$ cat src/rtl/tone_div_sched_pkg.sv
// Shared types, constants and helpers for the time-multiplexed tone divider bank.
package tone_div_sched_pkg;

  localparam int DIV_OFF = 0;

  typedef enum logic {
    CFG_IDLE,
    CFG_PEND
  } cfg_state_e;

  function automatic int slot_width(input int n);
    return (n <= 1) ? 1 : $clog2(n);
  endfunction

  // Full square-wave period in clocks for a given half-period divide value.
  function automatic longint tone_period(input longint div, input int nch);
    return 2 * div * nch;
  endfunction

  // Clocks from config apply to the first toggle.
  function automatic longint first_toggle(input longint div, input int nch);
    return div * nch;
  endfunction

endpackage

$ cat src/rtl/tone_div_lane.sv
// Combinational next-state for the one channel serviced this cycle; shared by all
// channels through the slot mux.
module tone_div_lane
  import tone_div_sched_pkg::*;
#(
  parameter int CW = 16
) (
  input  logic [CW-1:0] div,
  input  logic [CW-1:0] cnt,
  input  logic          tone,
  input  logic          apply,
  input  logic [CW-1:0] apply_div,
  output logic [CW-1:0] div_nxt,
  output logic [CW-1:0] cnt_nxt,
  output logic          tone_nxt,
  output logic          tick
);

  always_comb begin
    div_nxt  = div;
    cnt_nxt  = cnt;
    tone_nxt = tone;
    tick     = 1'b0;
    if (apply) begin
      // A fresh config restarts the channel low, silently, even if it was high.
      div_nxt  = apply_div;
      cnt_nxt  = '0;
      tone_nxt = 1'b0;
    end else if (div == CW'(DIV_OFF)) begin
      cnt_nxt  = '0;
      tone_nxt = 1'b0;
    end else if (cnt >= (div - CW'(1))) begin
      // >= rather than == so a counter left above the divide value recovers.
      cnt_nxt  = '0;
      tone_nxt = ~tone;
      tick     = 1'b1;
    end else begin
      cnt_nxt  = cnt + CW'(1);
    end
  end

endmodule

$ cat src/rtl/tone_div_sched.sv
// Round-robin programmable divider bank: one shared lane serves NCH channels, each
// retunable through a single-entry valid/ready config port.
module tone_div_sched
  import tone_div_sched_pkg::*;
#(
  parameter int NCH = 4,
  parameter int CW  = 16,
  localparam int SW = slot_width(NCH)
) (
  input  logic          clk,
  input  logic          rst,
  input  logic          cfg_valid,
  output logic          cfg_ready,
  input  logic [SW-1:0] cfg_ch,
  input  logic [CW-1:0] cfg_div,
  output logic [NCH-1:0] tone_out,
  output logic [NCH-1:0] tick_out,
  output logic [SW-1:0] slot
);

  logic [CW-1:0] div_r [NCH];
  logic [CW-1:0] cnt_r [NCH];

  cfg_state_e    state, state_nxt;
  logic [SW-1:0] pend_ch;
  logic [SW-1:0] pend_slot;
  logic [CW-1:0] pend_div;
  logic          accept;
  logic          apply;

  logic [SW-1:0] slot_nxt;
  logic [CW-1:0] lane_div_nxt;
  logic [CW-1:0] lane_cnt_nxt;
  logic          lane_tone_nxt;
  logic          lane_tick;
  logic [NCH-1:0] tick_vec;

  assign slot_nxt  = (slot == SW'(NCH - 1)) ? '0 : slot + SW'(1);
  assign cfg_ready = (state == CFG_IDLE);

  // Config handshake: one pending entry, released on apply or after a full slot
  // round (the latter drops channel indices that do not exist).
  always_ff @(posedge clk or posedge rst) begin
    if (rst) begin
      state <= CFG_IDLE;
    end else begin
      state <= state_nxt;
    end
  end

  always_comb begin
    state_nxt = state;
    accept    = 1'b0;
    apply     = 1'b0;
    case (state)
      CFG_IDLE: begin
        if (cfg_valid) begin
          accept    = 1'b1;
          state_nxt = CFG_PEND;
        end
      end
      CFG_PEND: begin
        if (pend_ch == slot) begin
          apply     = 1'b1;
          state_nxt = CFG_IDLE;
        end else if (pend_slot == slot) begin
          state_nxt = CFG_IDLE;
        end
      end
      default: state_nxt = CFG_IDLE;
    endcase
  end

  always_ff @(posedge clk or posedge rst) begin
    if (rst) begin
      pend_ch   <= '0;
      pend_slot <= '0;
      pend_div  <= '0;
    end else if (accept) begin
      pend_ch   <= cfg_ch;
      pend_slot <= slot;
      pend_div  <= cfg_div;
    end
  end

  tone_div_lane #(
    .CW(CW)
  ) u_lane (
    .div       (div_r[slot]),
    .cnt       (cnt_r[slot]),
    .tone      (tone_out[slot]),
    .apply     (apply),
    .apply_div (pend_div),
    .div_nxt   (lane_div_nxt),
    .cnt_nxt   (lane_cnt_nxt),
    .tone_nxt  (lane_tone_nxt),
    .tick      (lane_tick)
  );

  always_comb begin
    tick_vec       = '0;
    tick_vec[slot] = lane_tick;
  end

  // Slot pointer and per-channel state; only the serviced channel is written.
  always_ff @(posedge clk or posedge rst) begin
    if (rst) begin
      slot     <= '0;
      tone_out <= '0;
      tick_out <= '0;
      for (int i = 0; i < NCH; i++) begin
        div_r[i] <= '0;
        cnt_r[i] <= '0;
      end
    end else begin
      slot           <= slot_nxt;
      tick_out       <= tick_vec;
      tone_out[slot] <= lane_tone_nxt;
      div_r[slot]    <= lane_div_nxt;
      cnt_r[slot]    <= lane_cnt_nxt;
    end
  end

endmodule

$ cat config.mk
export PLATFORM = sky130hd
export DESIGN_NAME = tone_div_sched
export DESIGN_NICKNAME = d
export VERILOG_FILES = /design/src/rtl/tone_div_sched_pkg.sv /design/src/rtl/tone_div_lane.sv /design/src/rtl/tone_div_sched.sv
export SDC_FILE = /design/constraint.sdc
export NUM_CORES = 1
export LEC_CHECK = 0
export CORE_MARGIN = 5
export CORE_UTILIZATION = 55
export CTS_BUF_LIST = sky130_fd_sc_hd__clkbuf_8
export CTS_CLUSTER_SIZE = 8
export DETAILED_ROUTE_END_ITERATION = 16
export GPL_TIMING_DRIVEN = 0
export PLACE_DENSITY = 0.76
export SLEW_MARGIN = 20
export SYNTH_ARGS = -nofsm -noshare
export SYNTH_HDL_FRONTEND = slang
export SYNTH_SLANG_ARGS = --single-unit
$ cat constraint.sdc
create_clock -name clk -period 5.8 [get_ports clk]
set_input_delay 1.45 -clock clk [delete_from_list [all_inputs] [get_ports clk]]
set_output_delay 1.45 -clock clk [all_outputs]
set_load 0.05 [all_outputs]
==> key figures <==
Run status
  – Status: finished, final reports clean

Global route
  – Largest net degree at the start of global routing: 100
  – Total grt overflow: 0
  – Met1 usage: 33.35%
  – First-pass GRT wire length: 34890 um
  – Global route hottest layer: met2
  – Vias in the first global route: 6687
  – Initial antenna violation count: 0
  – Total GRT Usage: between 20 and 30%
  – Met3 GRT Util: 6.489%
  – Grt met2 use: around 40%

Worst setup path
  – Critical path class: reg -> reg
  – CP arrival: 5800 ps
  – CP Max Fanout: 10
  – Slowest stage delay, CP: 560 ps
  – Worst Path Buf+Inv: 6
  – CP cell instances: buf_6, buf_12, buf_12, mux4_2, inv_1, ha_1, nor2b_1, nand2_1, nor3_1, xnor2_1, ha_1, nand4_1, nor4_1, a311oi_1, nand3_1, clkbuf_1, clkbuf_1, nor3b_1
  – CP Data Required Time: 6160 ps
  – CP max-delay cell: mux4_2
  – Startpoint types: flop
  – Crit end category: flop
  – CP Depth: 18
  – Top delay family on crit path: simple AND/OR/NAND/NOR gates
  – Reg2Reg Depth: 18

Floorplanning
  – Initial Utilization: a little under three fifths
  – Ports: 32
  – Die area: 17400 um2
  – Row cnt: 44
  – Die W: 131.9 um
  – Die height: 131.9 um
  – Core Box Area: 14530 um2

Placed design
  – Post-DP HPWL: 15090 um
  – Port buffer count: 31
  – Pre-CTS setup slack: 558.2 ps
  – GPL Wtd Cong: 0.9330

STA
  – Min Tclk post-route: between 5000 and 6000 ps
  – Max-slew headroom: between 40% and 50%
  – Slew Limit Fails: 0
  – Final hold vios: 0
  – Final worst-path cycle share: approximately 94%
  – Final setup viols: 0
  – Post-route clock skew: 23.95 ps
  – Unrepaired setup endpoints after global routing: no
  – Max Freq: 183.5 MHz
  – Slew @ Worst Pin: 775.9 ps
  – Setup ws final: around 350 ps

Routing
  – Total Routed Length: 22100 um
  – Via Count: about 6400
  – Drt drc: 0
  – Wirelength per Cell: 22.71 um
  – Vias/cell: 6.584
  – First-pass DRT Iterations: 7
  – Iteration-0 DRC Markers: 736
  – Final ANT Viol Nets: 0

Power and ir drop
  – Clock power frac: 21.5%
  – Switching share of power: 36.91%
  – Peak supply drop: about 0.29 mV
  – Comb power frac: 34.8%
  – Int Pwr: 2402 uW
  – Tot Pwr: 3807 uW
  – P_sw: 1405 uW
  – LEAKAGE: 0.003850 uW
  – Sequential Power Share: 43.7%
  – Pwr dens: 416.7 nW/um2

Cells and area
  – Most common cell after layout, fill and taps aside: dfrtp_1
  – Syn-to-layout area delta: 11.79%
  – Layout cells sized above 1: 12.67%
  – Multi-input gate area: 3643 um2
  – Layout Nets: between 800 and 900
  – Ant. Diodes: 0
  – Register area: slightly below 4000 um2
  – Fillers: 1152
  – Commonest cells after routing, fill and taps aside: dfrtp_1 (159), inv_1 (77), nor2_1 (71), a21oi_1 (69), o32ai_1 (64)

Clock tree
  – Clk Latency, worst-skew pair: around 480 ps
  – Clock buffer depth: 2
  – CTS buffer count: 17
  – Post-CTS setup buffer count: 0
  – Resized Gates After CTS: 0
  – Hold_buf cts: 0
  – CTS sink cnt: 159
  – H-tree depth: 4
  – CTS tree: yes
  – Clock Tree Root: clkbuf_8
  – Worst-path clk slew: 100 ps

Synth
  – Yosys warning count: 0
  – Asr flop ratio synth: 100.0%
  – FF+latch count, synth: 159
  – Syn Area/Cell: 11.27 um2
  – Most used DFF post-synth: dfrtp_1
  – Synth unique cells: 47
  – Syn_nets: 768
  – Cell count after synthesis: 725
  – Post-synth EDFFs: 0
  – Sequential share of the synthesized area: 48.68%
  – Mapped Area: approximately 8200 um2

Min path
  – Worst Hold Depth: 2
  – Hold WC Path Type: reg -> reg

Run
  – Max cap viols: 0
-- final timing paths --
check	slack (ps)	start	endpoint
hold / removal	500	cnt_r[48]$_DFFE_PP0P_	cnt_r[48]$_DFFE_PP0P_
min in group asynchronous	1400	rst	pend_div[0]$_DFFE_PP0P_
max in group asynchronous	3550	rst	tone_out[1]$_DFFE_PP0P_
setup / recovery	350	slot[0]$_DFF_PP0_	tick_out[1]$_DFF_PP0_
hold reg to reg	500	cnt_r[48]$_DFFE_PP0P_	cnt_r[48]$_DFFE_PP0P_
setup reg to reg	350	slot[0]$_DFF_PP0_	tick_out[1]$_DFF_PP0_
-- state kept, by name (all words and copies together), names as in the netlist --
signal     cells
slot           2
pend_slot      2
pend_ch        2
tick_out       4
state          1
cnt_r         64
div_r         64
tone_out       4
pend_div      16
-- synth_stat cells (all sizes together), types with 7 or more instances --
master / instances / area share [%]
nor2: 71 / 3.3
mux2i: 17 / 2.1
o32ai: 64 / 6.9
buf: 13 / 1.6
nand3: 9 / 0.86
inv: 79 / 3.6
nand2: 33 / 1.5
a21oi: 69 / 4.2
nor3: 10 / 0.73
dfrtp: 159 / 49
mux2: 21 / 2.9
ha: 22 / 3.4
nand4: 7 / 0.61
mux4: 32 / 9.6
xnor2: 21 / 2.3
clkbuf: 33 / 1.5
nor4: 7 / 0.95
o21ai: 17 / 1.2
xor2: 8 / 0.86
-- layer usage --
metal  wire length [um]  vias to the layer above
li1                   -                     2737
met1               8714                     3233
met2              10530                      372
met3               2158                       64
met4                693                        0
met5                  0                        -
-- kinds of logic (layout without fill, tap and decap cells) --
logic type / count (synthesis) / count (layout) / share of synthesized area [%]
AND/OR/NAND/NOR: 154 / 154 / 9.385
adder cells (fa/ha/maj): 22 / 22 / 3.368
flip-flops: 159 / 159 / 48.68
AO/OA/AOI/OAI: 166 / 166 / 14.10
XOR/XNOR: 29 / 29 / 3.108
multiplexers: 70 / 70 / 14.62
buffers and inverters: 125 / 189 / 6.736
-- layout make-up --
class                      count  share of cell area, %
buffer                        46                  2.780
clock inverter                13                  1.383
sequential                   159                  43.55
tap                          184                  2.520
inverter                      79                  3.328
multi-input combinational    441                  39.88
timing repair buffer          32                  3.698
clock buffer                  19                  2.862
-- worst register-to-register path, cell delays in order (launching register included) --
cell,delay (ps)
dfrtp_1,490
buf_6,230
buf_12,190
buf_12,170
mux4_2,560
inv_1,100
ha_1,180
nor2b_1,390
nand2_1,150
nor3_1,290
xnor2_1,140
ha_1,290
nand4_1,130
nor4_1,290
a311oi_1,180
nand3_1,200
clkbuf_1,520
clkbuf_1,490
nor3b_1,310
-- power by group through the flow --
stage | Sequential (uW) | Clock [uW] | Combinational [uW]
global placement | 1650 | 0 | 1220
floorplan | 1620 | 0 | 995
global route | 1690 | 875 | 1440
CTS | 1650 | 821 | 1310
finish | 1660 | 819 | 1330
detailed placement | 1680 | 0 | 1300
-- metrics by stage --
stage	utilization [%]	setup TNS [ps]	instance area [um2]	cells	hold slack (ps)
2_1_floorplan	-	0	8173	725	437.6
3_3_place_gp	59.95	-282630	8713	940	453.5
3_5_place_dp	60.19	0	8748	941	470.7
4_1_cts	62.86	0	9136	973	493.1
5_1_grt	62.86	0	9136	973	514.7
6_report	62.86	0	9136	973	496.3
Power figures use the tool's default switching activity.
